--- src/rtl/mem_arbiter.sv ---
// mem_arbiter: shares one byte-serial memory engine between the ICache fetch
// port and the load/store buffer (LSB).
//
// Ports:
//   clk, rst              clock, synchronous active-high reset
//   rdy                   global enable; low freezes every register
//   jp_wrong              branch-mispredict flush pulse
//   ic_req/ic_addr        fetch request (word read), held until ic_ack
//   ic_ack/ic_data        one-cycle fetch completion and fetched word
//   lsb_req/lsb_we/lsb_addr/lsb_wdata/lsb_size
//                         load/store request, held until lsb_ack
//   lsb_ack/lsb_data      one-cycle LSB completion and raw load data
//   io_buffer_full        UART buffer full; blocks LSB accesses to the IO window
//   mc_req/mc_addr/mc_wdata/mc_size/mc_we
//                         latched request to the memory engine
//   mc_done/mc_rdata      engine completion pulse and read data
module mem_arbiter #(
  parameter int unsigned STARVE_LIMIT = 4
) (
  input  logic        clk,
  input  logic        rst,
  input  logic        rdy,
  input  logic        jp_wrong,
  input  logic        ic_req,
  input  logic [31:0] ic_addr,
  output logic        ic_ack,
  output logic [31:0] ic_data,
  input  logic        lsb_req,
  input  logic        lsb_we,
  input  logic [31:0] lsb_addr,
  input  logic [31:0] lsb_wdata,
  input  logic [1:0]  lsb_size,
  output logic        lsb_ack,
  output logic [31:0] lsb_data,
  input  logic        io_buffer_full,
  output logic        mc_req,
  output logic [31:0] mc_addr,
  output logic [31:0] mc_wdata,
  output logic [1:0]  mc_size,
  output logic        mc_we,
  input  logic        mc_done,
  input  logic [31:0] mc_rdata
);

  localparam int unsigned SW = (STARVE_LIMIT < 1) ? 1 : $clog2(STARVE_LIMIT + 1);
  localparam logic OWN_IC  = 1'b0;
  localparam logic OWN_LSB = 1'b1;

  typedef enum logic [1:0] {
    S_IDLE  = 2'd0,
    S_BUSY  = 2'd1,
    S_DRAIN = 2'd2
  } state_e;

  state_e          state_q, state_d;
  logic            owner_q, owner_d;
  logic [SW-1:0]   streak_q, streak_d;
  logic            mc_req_q, mc_req_d;
  logic [31:0]     mc_addr_q, mc_addr_d;
  logic [31:0]     mc_wdata_q, mc_wdata_d;
  logic [1:0]      mc_size_q, mc_size_d;
  logic            mc_we_q, mc_we_d;
  logic            ic_ack_q, ic_ack_d;
  logic [31:0]     ic_data_q, ic_data_d;
  logic            lsb_ack_q, lsb_ack_d;
  logic [31:0]     lsb_data_q, lsb_data_d;

  // Request qualification: IO-window accesses wait while the UART is full.
  logic lsb_ok;
  logic streak_full;
  logic ic_forced;
  logic ack_pending;
  logic kill;

  assign lsb_ok      = lsb_req && !((lsb_addr[17:16] == 2'b11) && io_buffer_full);
  assign streak_full = (streak_q == SW'(STARVE_LIMIT));
  assign ic_forced   = ic_req && streak_full;
  // Requesters still hold req during their ack cycle, so never grant then.
  assign ack_pending = ic_ack_q || lsb_ack_q;
  // Fetches and loads are speculative and die on a flush; stores are not.
  assign kill        = jp_wrong && ((owner_q == OWN_IC) || !mc_we_q);

  // Next-state and output logic
  always_comb begin
    state_d    = state_q;
    owner_d    = owner_q;
    streak_d   = streak_q;
    mc_req_d   = mc_req_q;
    mc_addr_d  = mc_addr_q;
    mc_wdata_d = mc_wdata_q;
    mc_size_d  = mc_size_q;
    mc_we_d    = mc_we_q;
    ic_ack_d   = 1'b0;
    ic_data_d  = ic_data_q;
    lsb_ack_d  = 1'b0;
    lsb_data_d = lsb_data_q;

    // Streak only counts while IC is actually waiting; a flush in IDLE freezes it.
    if (!ic_req && !((state_q == S_IDLE) && jp_wrong)) begin
      streak_d = '0;
    end

    case (state_q)
      S_IDLE: begin
        if (!jp_wrong && !ack_pending) begin
          if (ic_forced || (ic_req && !lsb_ok)) begin
            owner_d    = OWN_IC;
            mc_req_d   = 1'b1;
            mc_addr_d  = ic_addr;
            mc_wdata_d = 32'h0;
            mc_size_d  = 2'b10;
            mc_we_d    = 1'b0;
            streak_d   = '0;
            state_d    = S_BUSY;
          end else if (lsb_ok) begin
            owner_d    = OWN_LSB;
            mc_req_d   = 1'b1;
            mc_addr_d  = lsb_addr;
            mc_wdata_d = lsb_wdata;
            mc_size_d  = lsb_size;
            mc_we_d    = lsb_we;
            if (ic_req && !streak_full) begin
              streak_d = streak_q + SW'(1);
            end
            state_d    = S_BUSY;
          end
        end
      end

      S_BUSY: begin
        if (mc_done) begin
          mc_req_d = 1'b0;
          state_d  = S_IDLE;
          if (!kill) begin
            if (owner_q == OWN_IC) begin
              ic_ack_d  = 1'b1;
              ic_data_d = mc_rdata;
            end else begin
              lsb_ack_d  = 1'b1;
              lsb_data_d = mc_rdata;
            end
          end
        end else if (kill) begin
          state_d = S_DRAIN;
        end
      end

      // Engine cannot be aborted: wait it out and drop the result.
      S_DRAIN: begin
        if (mc_done) begin
          mc_req_d = 1'b0;
          state_d  = S_IDLE;
        end
      end

      default: begin
        state_d  = S_IDLE;
        mc_req_d = 1'b0;
      end
    endcase
  end

  // State register; rst overrides the rdy freeze
  always_ff @(posedge clk) begin
    if (rst) begin
      state_q    <= S_IDLE;
      owner_q    <= OWN_IC;
      streak_q   <= '0;
      mc_req_q   <= 1'b0;
      mc_addr_q  <= 32'h0;
      mc_wdata_q <= 32'h0;
      mc_size_q  <= 2'b00;
      mc_we_q    <= 1'b0;
      ic_ack_q   <= 1'b0;
      ic_data_q  <= 32'h0;
      lsb_ack_q  <= 1'b0;
      lsb_data_q <= 32'h0;
    end else if (rdy) begin
      state_q    <= state_d;
      owner_q    <= owner_d;
      streak_q   <= streak_d;
      mc_req_q   <= mc_req_d;
      mc_addr_q  <= mc_addr_d;
      mc_wdata_q <= mc_wdata_d;
      mc_size_q  <= mc_size_d;
      mc_we_q    <= mc_we_d;
      ic_ack_q   <= ic_ack_d;
      ic_data_q  <= ic_data_d;
      lsb_ack_q  <= lsb_ack_d;
      lsb_data_q <= lsb_data_d;
    end
  end

  assign ic_ack   = ic_ack_q;
  assign ic_data  = ic_data_q;
  assign lsb_ack  = lsb_ack_q;
  assign lsb_data = lsb_data_q;
  assign mc_req   = mc_req_q;
  assign mc_addr  = mc_addr_q;
  assign mc_wdata = mc_wdata_q;
  assign mc_size  = mc_size_q;
  assign mc_we    = mc_we_q;

endmodule

--- config.mk ---
export PLATFORM = sky130hd
export DESIGN_NAME = mem_arbiter
export DESIGN_NICKNAME = d
export VERILOG_FILES = /design/src/rtl/mem_arbiter.sv
export SDC_FILE = /design/constraint.sdc
export NUM_CORES = 1
export LEC_CHECK = 0
export CORE_AREA = 4 4 128 130
export CTS_CLUSTER_DIAMETER = 50
export DETAILED_ROUTE_END_ITERATION = 7
export DIE_AREA = 0 0 132 134
export GPL_TIMING_DRIVEN = 0
export PLACE_DENSITY = 0.76
export SKIP_LAST_GASP = 1
export SLEW_MARGIN = 15
export SYNTH_ARGS = -nofsm -noshare
export SYNTH_HDL_FRONTEND = slang
export SYNTH_SLANG_ARGS = --single-unit
--- constraint.sdc ---
create_clock -name clk -period 1.78 [get_ports clk]
set_input_delay 0.445 -clock clk [delete_from_list [all_inputs] [get_ports clk]]
set_output_delay 0.445 -clock clk [all_outputs]
set_load 0.05 [all_outputs]
==> impl_summary.md <==
Finish
The area growth from synthesis to layout is 82.9%. Summing all flip-flop and latch instances after layout gives 2810 um2. Excluding fillers, the count of instances in the completed layout stands at 1158. After the last flow step, the layout net total stands at 1099.

Summing all multi-input logic gate instances after layout gives 2640 um2. The count of filler cells inserted in the layout is 1262. Of the cells placed in the final design, the portion with a size suffix greater than 1 is 21.7%.

Worst setup path
The worst setup path is of the flop to flop kind. STA classifies the critical path endpoint as a flop. The startpoint type of the worst setup path is a flop. Data on the critical path arrives at its endpoint at 2.24 ns. The depth of the worst register-to-register path is 10. The highest fanout seen on the critical path is 6.

For the worst setup path, the data required time is 2.10 ns.

Placed design
Once placement completed, the tool counted placed cells totaling 1076. The congestion estimate from routability-driven global placement came to 0.851. The port buffer count is 271. The estimated wirelength of the detail-placed design is 14000 um. Before CTS, the worst setup slack after placement is -0.804 ns.

Global route
The total congestion overflow is 0. The via count of the first global-routing pass is 5720. The global-route usage over all layers is 21.3%.

The number of antenna violations at the first check in global routing came to 3. Entering global routing, the biggest net connects 17 pins. The first-pass GRT wire length is 30100 um.

Floorplanning
Once the floorplan was initialized, standard cells occupied 35.9% of the core. The die is 132 um wide. After floorplanning, the core was divided into 45 placement rows.

In this run the standard cell core region covers 15100 um2. The die covers 17700 um2. Measured along the y axis, the die boundary spans 134 um. The count of boundary I/O pins is 273.

Timing
Headroom to the max-slew limit came out at 48.2%. Setup repair after global routing could not meet its margin everywhere. The maximum clock frequency is 520 MHz. The total count of max-transition violations in the final report is 0. Setup slack on the critical path of the routed design comes to -0.144 ns. After layout, the minimum clock period comes to 1.92 ns. At the pin with the least slew margin, the transition time is 0.777 ns. The setup TNS after final layout is -3.99 ns.

Across the routed clock network, the largest skew measured is 0.00829 ns. The total of endpoints with negative setup slack in the final report is 85. The post-route fraction of the period consumed by the critical path is 108%. The number of hold-slack violations in the final timing report is 0.

Clocking
The clock edge transition at the registers on the reported setup and hold paths is 0.06 ns. Counting along the longest clock path gives a buffer depth of 2. The CTS tree is built. The clock latency reported for the late side of the worst-skew pair is 0.43 ns. The clock tree synthesis step divided the H-tree into 4 levels. The total clock buffers created by CTS is 17.

Counting every sink on the clock net gives 140. Clock tree synthesis selected as its root buffer the cell sky130_fd_sc_hd__clkbuf_16.

Synth
After synthesis the netlist holds a flip-flop and latch count of 140. The cell area that synthesis handed to floorplanning was 5440 um2. Yosys mapped the design onto 43 distinct sky130hd cell types. The Yosys step of the flow raised 0 warnings. The post-synthesis cell count is 617. When the netlist entered floorplanning its net count stood at 762.

A synthesized cell averages 8.82 um2. Of the synthesized area, sequential elements account for 51.5%.

Routing
The final routed DRC violation total is 0. Across all layers, the routed design uses 5801 vias. The iteration-0 DRC count of the detailed router is 364.

The detailed-routing iteration count for the pre-antenna-repair pass is 4. The detail route stage leaves a number of antenna-violating nets equal to 0. The sum of routed wire length over all layers is 20000 um.

The wire length per cell after detailed routing is 17.3 um. The routed via count divided by cell count is 5.01.

Power
In this run the power density over the cells is 859 nW/um2. The worst-case IR drop observed on VDD is 656 uV. The leakage power summed over all cells is 0.00413 uW.

Status
The run finished, with violations left. The final reports fail on setup timing.

Job
The number of max-capacitance violations reported is 0.

Min path
The worst hold path was traced through 2 stages. The min-delay analysis places its worst path in the category flop to flop.
## per-stage QoR
| stage | utilization (%) | instance area [um2] | power, uW | hold WS, ns |
|---|---|---|---|---|
| global route | 65.7 | 9950 | 8830 | 0.468 |
| finish | 65.7 | 9950 | 8550 | 0.450 |
| global placement | 55.4 | 8390 | 4810 | 0.440 |
| floorplan | - | 5440 | 4150 | 0.466 |
| detailed placement | 55.4 | 8390 | 4820 | 0.446 |
| CTS | 62.9 | 9530 | 8480 | 0.398 |
## final timing paths
check	start	endpoint	slack [ns]
max reg2reg	state_q[1]	mc_wdata[17]	-0.14
max	state_q[1]	mc_wdata[17]	-0.14
min reg2reg	ic_data[11]	ic_data[11]	0.45
min	ic_data[11]	ic_data[11]	0.45
## metal layers
layer | vias to the layer above | track usage [%] | part of all wire [%]
li1 | 2839 | - | -
met1 | 2704 | 24.3 | 40
met2 | 235 | 36.9 | 50
met3 | 23 | 8.03 | 8.4
met4 | 0 | 7.23 | 1.6
met5 | - | 0 | 0
## sequential cells by signal, indices dropped and copies added, names as in the netlist
register,flops
mc_we,1
state_q,2
mc_size,2
mc_wdata,32
lsb_data,32
owner_q,1
mc_req,1
streak_q,3
ic_ack,1
mc_addr,32
ic_data,32
lsb_ack,1
## cell usage in the layout, fill, tap and decap left out, types with 4 or more instances in the layout
master,synthesis,layout
sky130_fd_sc_hd__nand2_2,1,6
sky130_fd_sc_hd__buf_8,0,14
sky130_fd_sc_hd__a22o_1,34,34
sky130_fd_sc_hd__a21oi_4,1,6
sky130_fd_sc_hd__buf_16,0,5
sky130_fd_sc_hd__buf_12,0,9
sky130_fd_sc_hd__a311oi_2,5,10
sky130_fd_sc_hd__clkbuf_1,28,5
sky130_fd_sc_hd__clkbuf_2,0,29
sky130_fd_sc_hd__nand2b_1,5,5
sky130_fd_sc_hd__clkdlybuf4s50_1,0,131
sky130_fd_sc_hd__dlygate4sd2_1,0,80
sky130_fd_sc_hd__inv_2,0,4
sky130_fd_sc_hd__buf_6,9,18
sky130_fd_sc_hd__nor2_1,4,4
sky130_fd_sc_hd__a21oi_1,103,84
sky130_fd_sc_hd__a21oi_2,1,15
sky130_fd_sc_hd__dfxtp_1,140,136
sky130_fd_sc_hd__nand2_1,190,185
sky130_fd_sc_hd__a311oi_1,26,21
sky130_fd_sc_hd__buf_4,3,23
sky130_fd_sc_hd__inv_6,0,4
sky130_fd_sc_hd__buf_2,10,4
sky130_fd_sc_hd__clkbuf_16,0,20
sky130_fd_sc_hd__a211oi_2,0,4
sky130_fd_sc_hd__dfxtp_2,0,4
sky130_fd_sc_hd__diode_2,0,4
sky130_fd_sc_hd__clkdlybuf4s15_1,0,42
## report_power, final
part / switching (uW) / internal (uW) / total, uW / leakage [uW]
logic: 915 / 792 / 1710 / 0.00272
clock network: 1410 / 2100 / 3520 / 0.000277
registers: 74.9 / 3250 / 3320 / 0.00114
total: 2400 / 6150 / 8550 / 0.00413
## worst max-delay path, cell delays in order, from the launching register on
cell	delay (ns)
sky130_fd_sc_hd__dfxtp_2	0.32
sky130_fd_sc_hd__inv_2	0.07
sky130_fd_sc_hd__buf_6	0.10
sky130_fd_sc_hd__ha_4	0.12
sky130_fd_sc_hd__nor4b_4	0.29
sky130_fd_sc_hd__and2_4	0.25
sky130_fd_sc_hd__a21oi_4	0.07
sky130_fd_sc_hd__buf_12	0.15
sky130_fd_sc_hd__buf_12	0.12
sky130_fd_sc_hd__buf_8	0.11
sky130_fd_sc_hd__a22o_1	0.20
## cells in the mapped netlist (all sizes together)
cell / instances / share of area (%)
ha: 6 / 1.4
a211oi: 4 / 0.55
nor3b: 2 / 0.28
or3: 1 / 0.12
a41oi: 3 / 0.48
a21o: 2 / 0.28
inv: 7 / 0.48
o211ai: 1 / 0.14
and2: 3 / 0.37
a21oi: 105 / 9.9
a21boi: 2 / 0.34
a22oi: 1 / 0.14
o221ai: 1 / 0.16
clkbuf: 28 / 1.9
nor4b: 2 / 0.87
a31oi: 3 / 0.34
nor2b: 1 / 0.12
a21bo: 1 / 0.18
nor2: 4 / 0.28
nand3: 5 / 0.55
mux2i: 1 / 0.18
nor3: 4 / 0.37
nand2: 191 / 13
or3b: 1 / 0.16
mux2: 1 / 0.21
nand4: 1 / 0.12
a311oi: 31 / 5.6
o32ai: 2 / 0.32
buf: 23 / 3.3
dfxtp: 140 / 51
or2b: 1 / 0.14
a22o: 34 / 5.5
nand2b: 5 / 0.57
## cell families after synthesis
kind of cell,count (synthesis),share of synthesized area [%]
and+or+nand+nor,221,17.1
AOI/OAI and AO/OA,190,23.9
DFF,140,51.5
buffers and inverters,58,5.68
adders and majority gates,6,1.38
muxes,2,0.391
## what timing repair did
action,in CTS,in global routing
endpoints found under the setup margin,268,190
pin swaps,40,46
gates cloned,10,3
hold buffers,0,0
resized for setup,231,164
setup buffers,31,10
## cell type report
class                      count  share of cell area, %
antenna                        4                  0.101
buffer                        47                   4.29
clock buffer                  19                   4.45
clock inverter                12                   1.37
inverter                       7                  0.264
multi-input combinational    419                   26.5
sequential                   140                   28.2
tap                          188                   2.36
timing repair buffer         322                   32.4
Power figures use the tool's default switching activity.
